--- config.mk ---
export PLATFORM = sky130hd
export DESIGN_NAME = time_entry_ctrl
export DESIGN_NICKNAME = d
export VERILOG_FILES = /design/src/rtl/time_entry_ctrl.sv
export SDC_FILE = /design/constraint.sdc
export NUM_CORES = 1
export LEC_CHECK = 0
export CAP_MARGIN = 5
export CORE_ASPECT_RATIO = 1.4
export CORE_MARGIN = 5
export CORE_UTILIZATION = 49
export DETAILED_ROUTE_END_ITERATION = 12
export GPL_TIMING_DRIVEN = 0
export HOLD_SLACK_MARGIN = 0.02
export PLACE_DENSITY = 0.83
export SLEW_MARGIN = 20
export SYNTH_ARGS = -nofsm -noshare
export SYNTH_HDL_FRONTEND = slang
export SYNTH_SLANG_ARGS = --single-unit
--- constraint.sdc ---
create_clock -name clk -period 2.86 [get_ports clk]
set_input_delay 0.858 -clock clk [delete_from_list [all_inputs] [get_ports clk]]
set_output_delay 0.858 -clock clk [all_outputs]
set_load 0.01 [all_outputs]
--- src/rtl/time_entry_ctrl.sv ---
// Keypad-side writer for the alarm-clock time registers: collects HH:MM digits,
// validates them and strobes them into the current-time counter or alarm register.
module time_entry_ctrl #(
  parameter int unsigned TIMEOUT_SEC = 10
) (
  input  logic       clk,
  input  logic       reset,
  input  logic       one_second,
  input  logic       key_valid,
  input  logic [3:0] key,
  output logic [3:0] new_current_time_ms_hr,
  output logic [3:0] new_current_time_ls_hr,
  output logic [3:0] new_current_time_ms_min,
  output logic [3:0] new_current_time_ls_min,
  output logic       load_new_c,
  output logic       load_new_a,
  output logic       show_new_time,
  output logic       entry_error,
  output logic       entry_timeout,
  output logic [1:0] state_dbg_o
);

  typedef enum logic [1:0] {
    IDLE       = 2'd0,
    ENTRY      = 2'd1,
    LOAD_TIME  = 2'd2,
    LOAD_ALARM = 2'd3
  } state_e;

  localparam logic [3:0] KEY_TIME  = 4'hA;
  localparam logic [3:0] KEY_ALARM = 4'hB;
  localparam logic [3:0] KEY_CLEAR = 4'hF;
  localparam logic [7:0] TIMER_LAST = 8'(TIMEOUT_SEC - 1);

  state_e     state_q, state_d;
  logic [3:0] ms_hr_q, ms_hr_d;
  logic [3:0] ls_hr_q, ls_hr_d;
  logic [3:0] ms_min_q, ms_min_d;
  logic [3:0] ls_min_q, ls_min_d;
  logic [2:0] count_q, count_d;
  logic [7:0] timer_q, timer_d;
  logic       error_q, error_d;
  logic       timeout_q, timeout_d;
  logic       is_digit;
  logic       entry_valid;

  assign is_digit = (key <= 4'd9);

  // Only a complete, legal 24-hour HH:MM entry may be loaded.
  assign entry_valid = (count_q == 3'd4) && (ms_hr_q <= 4'd2) && (ls_hr_q <= 4'd9) &&
                       ((ms_hr_q != 4'd2) || (ls_hr_q <= 4'd3)) &&
                       (ms_min_q <= 4'd5) && (ls_min_q <= 4'd9);

  always_ff @(posedge clk or posedge reset) begin
    if (reset) begin
      state_q   <= IDLE;
      ms_hr_q   <= 4'd0;
      ls_hr_q   <= 4'd0;
      ms_min_q  <= 4'd0;
      ls_min_q  <= 4'd0;
      count_q   <= 3'd0;
      timer_q   <= 8'd0;
      error_q   <= 1'b0;
      timeout_q <= 1'b0;
    end else begin
      state_q   <= state_d;
      ms_hr_q   <= ms_hr_d;
      ls_hr_q   <= ls_hr_d;
      ms_min_q  <= ms_min_d;
      ls_min_q  <= ls_min_d;
      count_q   <= count_d;
      timer_q   <= timer_d;
      error_q   <= error_d;
      timeout_q <= timeout_d;
    end
  end

  always_comb begin
    state_d   = state_q;
    ms_hr_d   = ms_hr_q;
    ls_hr_d   = ls_hr_q;
    ms_min_d  = ms_min_q;
    ls_min_d  = ls_min_q;
    count_d   = count_q;
    timer_d   = timer_q;
    error_d   = 1'b0;
    timeout_d = 1'b0;

    unique case (state_q)
      IDLE: begin
        timer_d = 8'd0;
        if (key_valid && is_digit) begin
          ms_hr_d  = ls_hr_q;
          ls_hr_d  = ms_min_q;
          ms_min_d = ls_min_q;
          ls_min_d = key;
          count_d  = 3'd1;
          state_d  = ENTRY;
        end
      end

      ENTRY: begin
        if (key_valid) begin
          // Any key activity restarts the inactivity timer, even alongside a tick.
          timer_d = 8'd0;
          if (is_digit) begin
            ms_hr_d  = ls_hr_q;
            ls_hr_d  = ms_min_q;
            ms_min_d = ls_min_q;
            ls_min_d = key;
            count_d  = (count_q == 3'd4) ? 3'd4 : count_q + 3'd1;
          end else if (key == KEY_CLEAR) begin
            ms_hr_d  = 4'd0;
            ls_hr_d  = 4'd0;
            ms_min_d = 4'd0;
            ls_min_d = 4'd0;
            count_d  = 3'd0;
            state_d  = IDLE;
          end else if ((key == KEY_TIME) || (key == KEY_ALARM)) begin
            if (entry_valid) begin
              state_d = (key == KEY_TIME) ? LOAD_TIME : LOAD_ALARM;
            end else begin
              error_d  = 1'b1;
              ms_hr_d  = 4'd0;
              ls_hr_d  = 4'd0;
              ms_min_d = 4'd0;
              ls_min_d = 4'd0;
              count_d  = 3'd0;
              state_d  = IDLE;
            end
          end
        end else if (one_second) begin
          if (timer_q == TIMER_LAST) begin
            timeout_d = 1'b1;
            timer_d   = 8'd0;
            ms_hr_d   = 4'd0;
            ls_hr_d   = 4'd0;
            ms_min_d  = 4'd0;
            ls_min_d  = 4'd0;
            count_d   = 3'd0;
            state_d   = IDLE;
          end else begin
            timer_d = timer_q + 8'd1;
          end
        end
      end

      LOAD_TIME, LOAD_ALARM: begin
        // Buffer stays on the bus during the strobe cycle, then clears.
        ms_hr_d  = 4'd0;
        ls_hr_d  = 4'd0;
        ms_min_d = 4'd0;
        ls_min_d = 4'd0;
        count_d  = 3'd0;
        timer_d  = 8'd0;
        state_d  = IDLE;
      end

      default: state_d = IDLE;
    endcase
  end

  assign new_current_time_ms_hr  = ms_hr_q;
  assign new_current_time_ls_hr  = ls_hr_q;
  assign new_current_time_ms_min = ms_min_q;
  assign new_current_time_ls_min = ls_min_q;
  assign load_new_c              = (state_q == LOAD_TIME);
  assign load_new_a              = (state_q == LOAD_ALARM);
  assign show_new_time           = (state_q == ENTRY);
  assign entry_error             = error_q;
  assign entry_timeout           = timeout_q;
  assign state_dbg_o             = state_q;

endmodule
==> flow_summary.ini, run 1 <==
[die]
num_rows = 25
die_x_um = 59.7
die_area_mm2 = 0.00474
num_io_pins = 31
chipHeight_um = 79.5
core_area_mm2 = 0.00335
start_util = 0.505

[cells_and_area]
finalNonFillerCells = 246
area_growth_pct = 26.3
num_antenna_cells = 0
final_util = 0.639
final_area_mm2 = 0.00214
nFillCells = 286
layout-drive-gt1-share = 0.0922
final_nets = 217

[place]
pre_cts_ws_ps = -369
io_buffers = 29
dpl_cell_area_mm2 = 0.00203
hpwl_um = 2600
gp_congestion = 0.778
dp.cells = 238

[timing]
holdWs_ps = 542
clock_skew_ps = 2.04
post-route-min-period_ps = 2730
drv_slew = 0
hold_viol_final = 0
fmax_mhz = 367
slew_headroom = 0.570
min_period_over_period = 0.954
rsz0062_at_grt = false
worstMarginPinSlew_ps = 644
finalSetupViolations = 0
fin_ws_ps = 133
finalSetupTns_ps = 0

[worst_setup_path]
crit_type = in -> reg
critPathMaxFanout = 10
critical_path_arrival_ps = 2890
crit_chain = clkdlybuf4s50_1, or3b_1, buf_2, a41o_4, o311a_1, a21boi_1, buf_6, mux2_4
critical_path_buf_inv_count = 3
slowest_stage = clkdlybuf4s50_1
critPathMaxStageDelay_ps = 490
cp-start-kind = primary input
critPathCaptureType = flop
crit_family = buffers and inverters
required_ps = 3030

[synthesis]
syn_nets = 181
synth_top_family_by_area = simple AND/OR/NAND/NOR gates
yosys.area_share.simple = 0.166
synth_top_area_frac = 0.459
yosysTopAreaCell = dfrtp_1
ys.flop_type = dfrtp_1
synth_xor_area_frac = 0.0259
synth-edff-count = 0
syn_inst = 169
synth_cell_types = 41
synth_fa_ha_area_frac = 0.0296
syn_area_per_cell_um2 = 10.0
yosysWarningCount = 0
ys_ff_latch = 31
ys_seq_area_frac = 0.459
synth_compound_area_frac = 0.125
synth_common_cells = dfrtp_1, inv_1, nand2_1
synth_most_common_cell = dfrtp_1
synthMuxAreaShare = 0.104
synthesis.area_mm2 = 0.00169
synthArstFlopShare = 1.00
synth_area_leaders = dfrtp_1, mux2i_1, inv_1

[drt]
num_vias = 1323
drt_first_pass_iters = 4
viasPerCell = 5.38
ant_nets = 0
drc = 0
dr.first_iter.drc_count = 33
wire_per_inst_um = 14.4
wirelength_um = 3540

[clock_network]
cts_tree = done
numCtsBuffers = 5
clkSlewWorstSetupHoldPaths_ps = 60
cts_root_buf = clkbuf_8
cts_sinks = 31
insertion_delay_ps = 280
clockBufferDepth = 2
cts_max_level = 2

[grt]
grt_pass1_wl_um = 6420
gr-total-overflow = 0
track_usage = 0.175
grt_max_degree = 32
grt_pass1_vias = 1438
antenna_found_initial = 0

[power]
p_per_area_mw_per_mm2 = 886
p_leak_nw = 0.955
ir_worst_vdd_mv = 0.622
finalPower_mw = 1.89

[outcome]
status = complete, no violations

[flow_run]
maxCapViolCount = 0

[min_path]
holdCritPathClass = reg -> reg
-- cells by family after synthesis --
family,Yosys count
AO/OA/AOI/OAI,26
XOR/XNOR,5
adder cells (fa/ha/maj),4
buffers and inverters,31
flip-flops,31
multiplexers,17
AND/OR/NAND/NOR,55
-- state kept, by name, indices dropped and copies added, names as in the netlist --
signal and flops:
new_current_time_ls_hr 4, timer_q 8, state_dbg_o 2, new_current_time_ms_min 4, new_current_time_ls_min 4, count_q 3, new_current_time_ms_hr 4, entry_error 1
entry_timeout 1
-- cell type report --
cell class / count / area (um^2) / area share
timing repair buffer: 29 / 290 / 0.136
multi-input combinational: 107 / 766 / 0.358
buffer: 8 / 68.8 / 0.0322
sequential: 31 / 776 / 0.363
clock buffer: 8 / 100 / 0.0468
inverter: 23 / 86.3 / 0.0404
tap: 40 / 50.0 / 0.0234
-- power breakdown --
| part | switching (mW) | internal (mW) |
|---|---|---|
| sequential | 0.111 | 0.562 |
| combinational | 0.404 | 0.441 |
| clock | 0.157 | 0.219 |
-- layout by cell type (no fill, tap or decap), types with 2 or more instances in the layout --
cell             count
a21oi_1              3
and2_1               4
and3_1               2
and3b_1              2
buf_2                2
buf_6                2
clkbuf_1             2
clkbuf_8             7
clkdlybuf4s50_1     29
dfrtp_1             31
ha_1                 4
inv_1               22
mux2i_1             16
nand2_1             19
nand3_1              4
nand4_1              4
nor2_1               9
nor2b_1              3
nor3_1               2
nor4b_1              2
o2111ai_1            2
o21ai_0              5
o21ai_1              3
o311a_1              2
xor2_1               4
-- worst paths after layout --
kind | start | endpoint | slack (ps) | cells past startpoint
setup / recovery | key_valid | new_current_time_ls_min[2] | 130 | 8
hold / removal | new_current_time_ls_min[0] | new_current_time_ls_min[0] | 540 | 2
setup reg to reg | timer_q[1] | new_current_time_ls_hr[1] | 580 | 9
hold reg to reg | new_current_time_ls_min[0] | new_current_time_ls_min[0] | 540 | 2
max in group asynchronous | reset | new_current_time_ls_min[0] | 1450 | 2
min in group asynchronous | reset | timer_q[0] | 990 | 2
-- repair_timing --
item                       CTS  global route
resized for setup            1             3
cloned                       0             0
hold buffers                 0             0
setup endpoints to repair   10            10
buffers inserted             0             0
-- tightest hold or removal path, delay by kind of cell, from the launching register on --
family	cells	cell delay (ps)
muxes	1	50
DFF	1	390
buffers and inverters	1	50
-- layer usage --
layer / GRT usage / vias to the layer above / part of all wire
met4: 0.0532 / 0 / 0.014
met2: 0.307 / 29 / 0.52
met5: 0 / - / 0
met3: 0.0518 / 6 / 0.055
met1: 0.199 / 639 / 0.41
li1: - / 649 / -
(Power assumes the default switching activity.)
==> run 2: changes to the inputs <==
--- a/config.mk
+++ b/config.mk
@@ -6,7 +6,6 @@
 export NUM_CORES = 1
 export LEC_CHECK = 0
 export CAP_MARGIN = 5
-export CORE_ASPECT_RATIO = 1.4
 export CORE_MARGIN = 5
 export CORE_UTILIZATION = 49
 export DETAILED_ROUTE_END_ITERATION = 12
==> run 2 against run 1 <==
Largest power group unchanged. Hold slack better by 11 ps. Clock power down 32%. Design area down 1.9%. Sequential share of layout area up 0.69 points. Sequential power about the same. Critical path type unchanged.
==> flow_summary.ini, run 2 (synthesized netlist as in run 1, its figures left out) <==
[outcome]
status = complete, no violations

[worst_setup_path]
critical_path_arrival_ps = 2900
crit_family = buffers and inverters
required_ps = 3100
crit_type = in -> reg
crit_chain = clkdlybuf4s50_1, or3b_1, buf_2, a41o_4, o311a_1, a21boi_1, buf_6, mux2_4
critPathMaxStageDelay_ps = 490
cp-start-kind = primary input
critPathCaptureType = flop
critical_path_buf_inv_count = 3
critPathMaxFanout = 10
slowest_stage = clkdlybuf4s50_1

[grt]
grt_pass1_vias = 1348
track_usage = 0.176
antenna_found_initial = 0
grt_max_degree = 32
gr-total-overflow = 0
grt_pass1_wl_um = 6160

[cells_and_area]
final_area_mm2 = 0.00210
regMostFlops = timer_q
final_common_cell = dfrtp_1
layout_common_cells = dfrtp_1, clkdlybuf4s50_1, inv_1
area_growth_pct = 24.0
layout-drive-gt1-share = 0.0874
final_nets = 217
largest_register_ff_count = 8
num_antenna_cells = 0
nFillCells = 295

[timing]
fmax_mhz = 376
slew_headroom = 0.575
min_period_over_period = 0.930
hold_viol_final = 0
finalSetupTns_ps = 0
drv_slew = 0
rsz0062_at_grt = false
worstMarginPinSlew_ps = 636
fin_ws_ps = 199
finalSetupViolations = 0
holdWs_ps = 553
post-route-min-period_ps = 2660
clock_skew_ps = 19.8

[place]
gp_congestion = 0.766
hpwl_um = 2580
dpl_cell_area_mm2 = 0.00204
io_buffers = 29
pre_cts_ws_ps = -426

[die]
die_x_um = 68.8
core_area_mm2 = 0.00334
num_rows = 21
die_area_mm2 = 0.00473
chipHeight_um = 68.8
num_io_pins = 31
start_util = 0.507

[drt]
drt_first_pass_iters = 4
ant_nets = 0
wirelength_um = 3550
viasPerCell = 5.34
num_vias = 1346
wire_per_inst_um = 14.1
drc = 0
dr.first_iter.drc_count = 51

[clock_network]
clkSlewWorstSetupHoldPaths_ps = 100
cts_root_buf = clkbuf_4
insertion_delay_ps = 340
cts_tree = done
cts_sinks = 31
numCtsBuffers = 5
cts_max_level = 2
clockBufferDepth = 2
ctsHoldBuffers = 0
post_cts_buffers = 0

[power]
ir_worst_vdd_mv = 0.520
p_per_area_mw_per_mm2 = 844
p_leak_nw = 0.929

[min_path]
holdCritPathClass = reg -> reg

[flow_run]
maxCapViolCount = 0
==> run 2: cell count changes in the layout (fill, tap and decap cells not counted) <==
cell and delta:
clkinvlp_4 +1, clkbuf_1 +1, clkbuf_8 -7, clkinv_2 +1, clkbuf_4 +5, clkbuf_2 -1
==> run 2: final cells by class <==
cell class / instances / area, um^2 / share of cell area
clock buffer: 6 / 41.3 / 0.0197
multi-input combinational: 107 / 766 / 0.365
inverter: 23 / 86.3 / 0.0412
clock inverter: 2 / 12.5 / 0.00597
timing repair buffer: 29 / 290 / 0.138
tap: 46 / 57.6 / 0.0274
sequential: 31 / 776 / 0.370
buffer: 8 / 67.6 / 0.0322
==> run 2: path summary, 6_finish.rpt <==
check,slack [ps],end,cells past startpoint,from
min in group asynchronous,910,new_current_time_ms_hr[2],2,reset
setup reg to reg,490,count_q[0],9,timer_q[1]
max in group asynchronous,1520,state_dbg_o[1],2,reset
hold reg to reg,550,new_current_time_ms_hr[3],2,new_current_time_ms_hr[3]
setup / recovery,200,new_current_time_ls_min[2],8,key_valid
hold / removal,550,new_current_time_ms_hr[3],2,new_current_time_ms_hr[3]
==> run 2: per-stage QoR <==
| step | power (mW) | utilization | cells |
|---|---|---|---|
| 5_1_grt | 1.90 | 0.628 | 252 |
| 4_1_cts | 1.78 | 0.627 | 252 |
| 3_3_place_gp | 1.50 | 0.611 | 244 |
| 3_5_place_dp | 1.52 | 0.611 | 244 |
| 6_report | 1.77 | 0.628 | 252 |
| 2_1_floorplan | 1.18 | - | 169 |
==> run 2: metal layers <==
layer,GRT usage,vias up,share of wire
li1,-,648,-
met1,0.235,638,0.46
met2,0.266,52,0.46
met3,0.0535,8,0.066
met4,0.0730,0,0.019
met5,0,-,0
==> run 2: report_power, final <==
part	switching [mW]	leakage [nW]	internal, mW
clock	0.160	0.0282	0.0947
combinational	0.401	0.484	0.439
sequential	0.114	0.416	0.561
total	0.675	0.929	1.09
==> run 2: worst reg2reg max path, cell delays in order (launching register included) <==
cell      delay (ps)
dfrtp_1          430
inv_1             70
ha_1             120
nor4b_1          410
a41o_4           350
o311a_1          180
a21boi_1         190
buf_6            200
buf_12           160
mux2i_1          190
==> run 2: repair_timing <==
item	in CTS	in global routing
endpoints found under the hold margin	0	0
gates cloned	0	0
setup endpoints to repair	5	10
resized for setup	1	1
==> run 3: changes to the inputs <==
--- a/config.mk
+++ b/config.mk
@@ -6,12 +6,14 @@
 export NUM_CORES = 1
 export LEC_CHECK = 0
 export CAP_MARGIN = 5
+export CELL_PAD_IN_SITES_DETAIL_PLACEMENT = 0
+export CELL_PAD_IN_SITES_GLOBAL_PLACEMENT = 1
 export CORE_MARGIN = 5
-export CORE_UTILIZATION = 49
+export CORE_UTILIZATION = 40
 export DETAILED_ROUTE_END_ITERATION = 12
 export GPL_TIMING_DRIVEN = 0
 export HOLD_SLACK_MARGIN = 0.02
-export PLACE_DENSITY = 0.83
+export PLACE_DENSITY = 0.87
 export SLEW_MARGIN = 20
 export SYNTH_ARGS = -nofsm -noshare
 export SYNTH_HDL_FRONTEND = slang
==> run 3 against run 2 <==
Sequential share of layout area down 0.97 points. Cell count increased by 1.6%. Sequential power is 0.6% lower. First-iteration DRC count decreased by 5.9%. Clock-buffer cell count increased by 1. Critical path type unchanged. Critical endpoint unchanged.
==> flow_summary.ini, run 3 (synthesized netlist as in run 1, its figures left out) <==
[timing]
hold_viol_final = 0
post-route-min-period_ps = 2730
slew_headroom = 0.573
finalSetupViolations = 0
clock_skew_ps = 9.82
drv_slew = 0
worstMarginPinSlew_ps = 639
min_period_over_period = 0.955
rsz0062_at_grt = false
fmax_mhz = 366

[grt]
grt_max_degree = 32
grt_pass1_vias = 1309
gr-total-overflow = 0
grt_pass1_wl_um = 6140
track_usage = 0.144
antenna_found_initial = 0

[die]
num_io_pins = 31
num_rows = 23
die_x_um = 75.0
core_area_mm2 = 0.00406
die_area_mm2 = 0.00563
start_util = 0.417
chipHeight_um = 75.0

[cells_and_area]
finalNonFillerCells = 256
layout-drive-gt1-share = 0.0971
regMostFlops = timer_q
area_growth_pct = 27.3
largest_register_ff_count = 8
num_antenna_cells = 0
final_common_cell = dfrtp_1
final_area_mm2 = 0.00215
final_nets = 217
nFillCells = 383
layout_common_cells = dfrtp_1, clkdlybuf4s50_1, inv_1

[worst_setup_path]
ff2ff_path_depth = 9
timing.rr.end = new_current_time_ls_hr[0]
critical_path_arrival_ps = 2900
crit_type = in -> reg
cp-start-kind = primary input
required_ps = 3030
r2r_setup_slack_ps = 580
critPathMaxFanout = 10
r2r-start = timer_q[1]
critPathCaptureType = flop

[drt]
drc = 0
viasPerCell = 5.01
drt_first_pass_iters = 4
dr.first_iter.drc_count = 48
wirelength_um = 3520
ant_nets = 0
num_vias = 1283
wire_per_inst_um = 13.8

[power]
clkPwrFrac = 0.203
p_comb_frac = 0.444
ir_worst_vdd_mv = 0.482
p_leak_nw = 0.954
switching_power_mw = 0.677
seq_power_share = 0.353
intPower_mw = 1.22
p_sw_frac = 0.357
p_per_area_mw_per_mm2 = 882

[place]
gp_congestion = 0.813
hpwl_um = 2540
io_buffers = 29
dpl_cell_area_mm2 = 0.00204
dp.cells = 248

[clock_network]
cts_tree = done
cts_max_level = 2
numCtsBuffers = 5
clkSlewWorstSetupHoldPaths_ps = 70
insertion_delay_ps = 280
ctsHoldBuffers = 0
cts_root_buf = clkbuf_8
clockBufferDepth = 2
cts_sinks = 31

[flow_run]
maxCapViolCount = 0

[outcome]
status = complete, no violations

[min_path]
worstHoldStart = new_current_time_ls_hr[0]
hold_depth = 2
holdCritPathClass = reg -> reg
holdPathEnd = new_current_time_ls_hr[0]
## run 3: changes by cell type in the layout (fill, tap and decap cells not counted)
| cell | previous run | this run |
|---|---|---|
| clkbuf_8 | 0 | 7 |
| clkbuf_4 | 5 | 0 |
| clkbuf_1 | 3 | 1 |
| clkbuf_2 | 0 | 1 |
| clkinv_2 | 1 | 0 |
## run 3: worst max path at each step
stage | to | start | slack [ps]
floorplan | new_current_time_ls_min[2] | key[2] | 440
finish | new_current_time_ls_min[2] | key_valid | 130
CTS | new_current_time_ls_min[1] | key[1] | 20
detailed placement | new_current_time_ms_hr[0] | key[1] | -420
global placement | new_current_time_ms_hr[0] | key[1] | -400
global route | new_current_time_ms_hr[0] | key[1] | 40
## run 3: layout make-up
type	instances	area, um^2	share of cell area
tap	50	62.6	0.0291
clock buffer	7	96.3	0.0447
timing repair buffer	29	290	0.135
buffer	8	68.8	0.0320
sequential	31	776	0.360
inverter	23	86.3	0.0401
clock inverter	1	7.51	0.00349
multi-input combinational	107	766	0.356
## run 3: power by group through the flow
stage | Combinational, mW | Sequential, mW | Clock (mW)
after floorplan | 0.476 | 0.707 | 0
after CTS | 0.854 | 0.671 | 0.392
final | 0.843 | 0.670 | 0.386
after global routing | 0.936 | 0.692 | 0.417
after global placement | 0.836 | 0.679 | 0
after detailed placement | 0.848 | 0.677 | 0
## run 3: worst max-delay path: stages
cell             delay [ps]
clkdlybuf4s50_1         480
or3b_1                  370
buf_2                   160
a41o_4                  290
o311a_1                 120
a21boi_1                130
buf_6                   180
mux2_4                  300
## run 3: timing repair
| item | 4_1_cts | 5_1_grt |
|---|---|---|
| resized for setup | 1 | 3 |
| buffers inserted | 0 | 0 |
| pin swaps | 0 | 0 |
| setup endpoints to repair | 10 | 10 |
## run 3: metal layers
metal | GRT usage | routed length [um] | part of all wire
met4 | 0.0593 | 58 | 0.016
met2 | 0.211 | 1600 | 0.45
met1 | 0.202 | 1710 | 0.49
met3 | 0.0387 | 154 | 0.044
met5 | 0 | 0 | 0
## run 3: through the flow
| step | worst slack (ps) | TNS, ps | util | total power, mW | hold WS [ps] |
|---|---|---|---|---|---|
| 6_report | 129 | 0 | 0.531 | 1.90 | 549 |
| 4_1_cts | 21.7 | 0 | 0.529 | 1.92 | 554 |
| 3_5_place_dp | -423 | -5400 | 0.504 | 1.52 | 536 |
| 2_1_floorplan | 441 | 0 | - | 1.18 | 506 |
| 5_1_grt | 38.3 | 0 | 0.531 | 2.04 | 576 |
| 3_3_place_gp | -400 | -4840 | 0.504 | 1.52 | 532 |
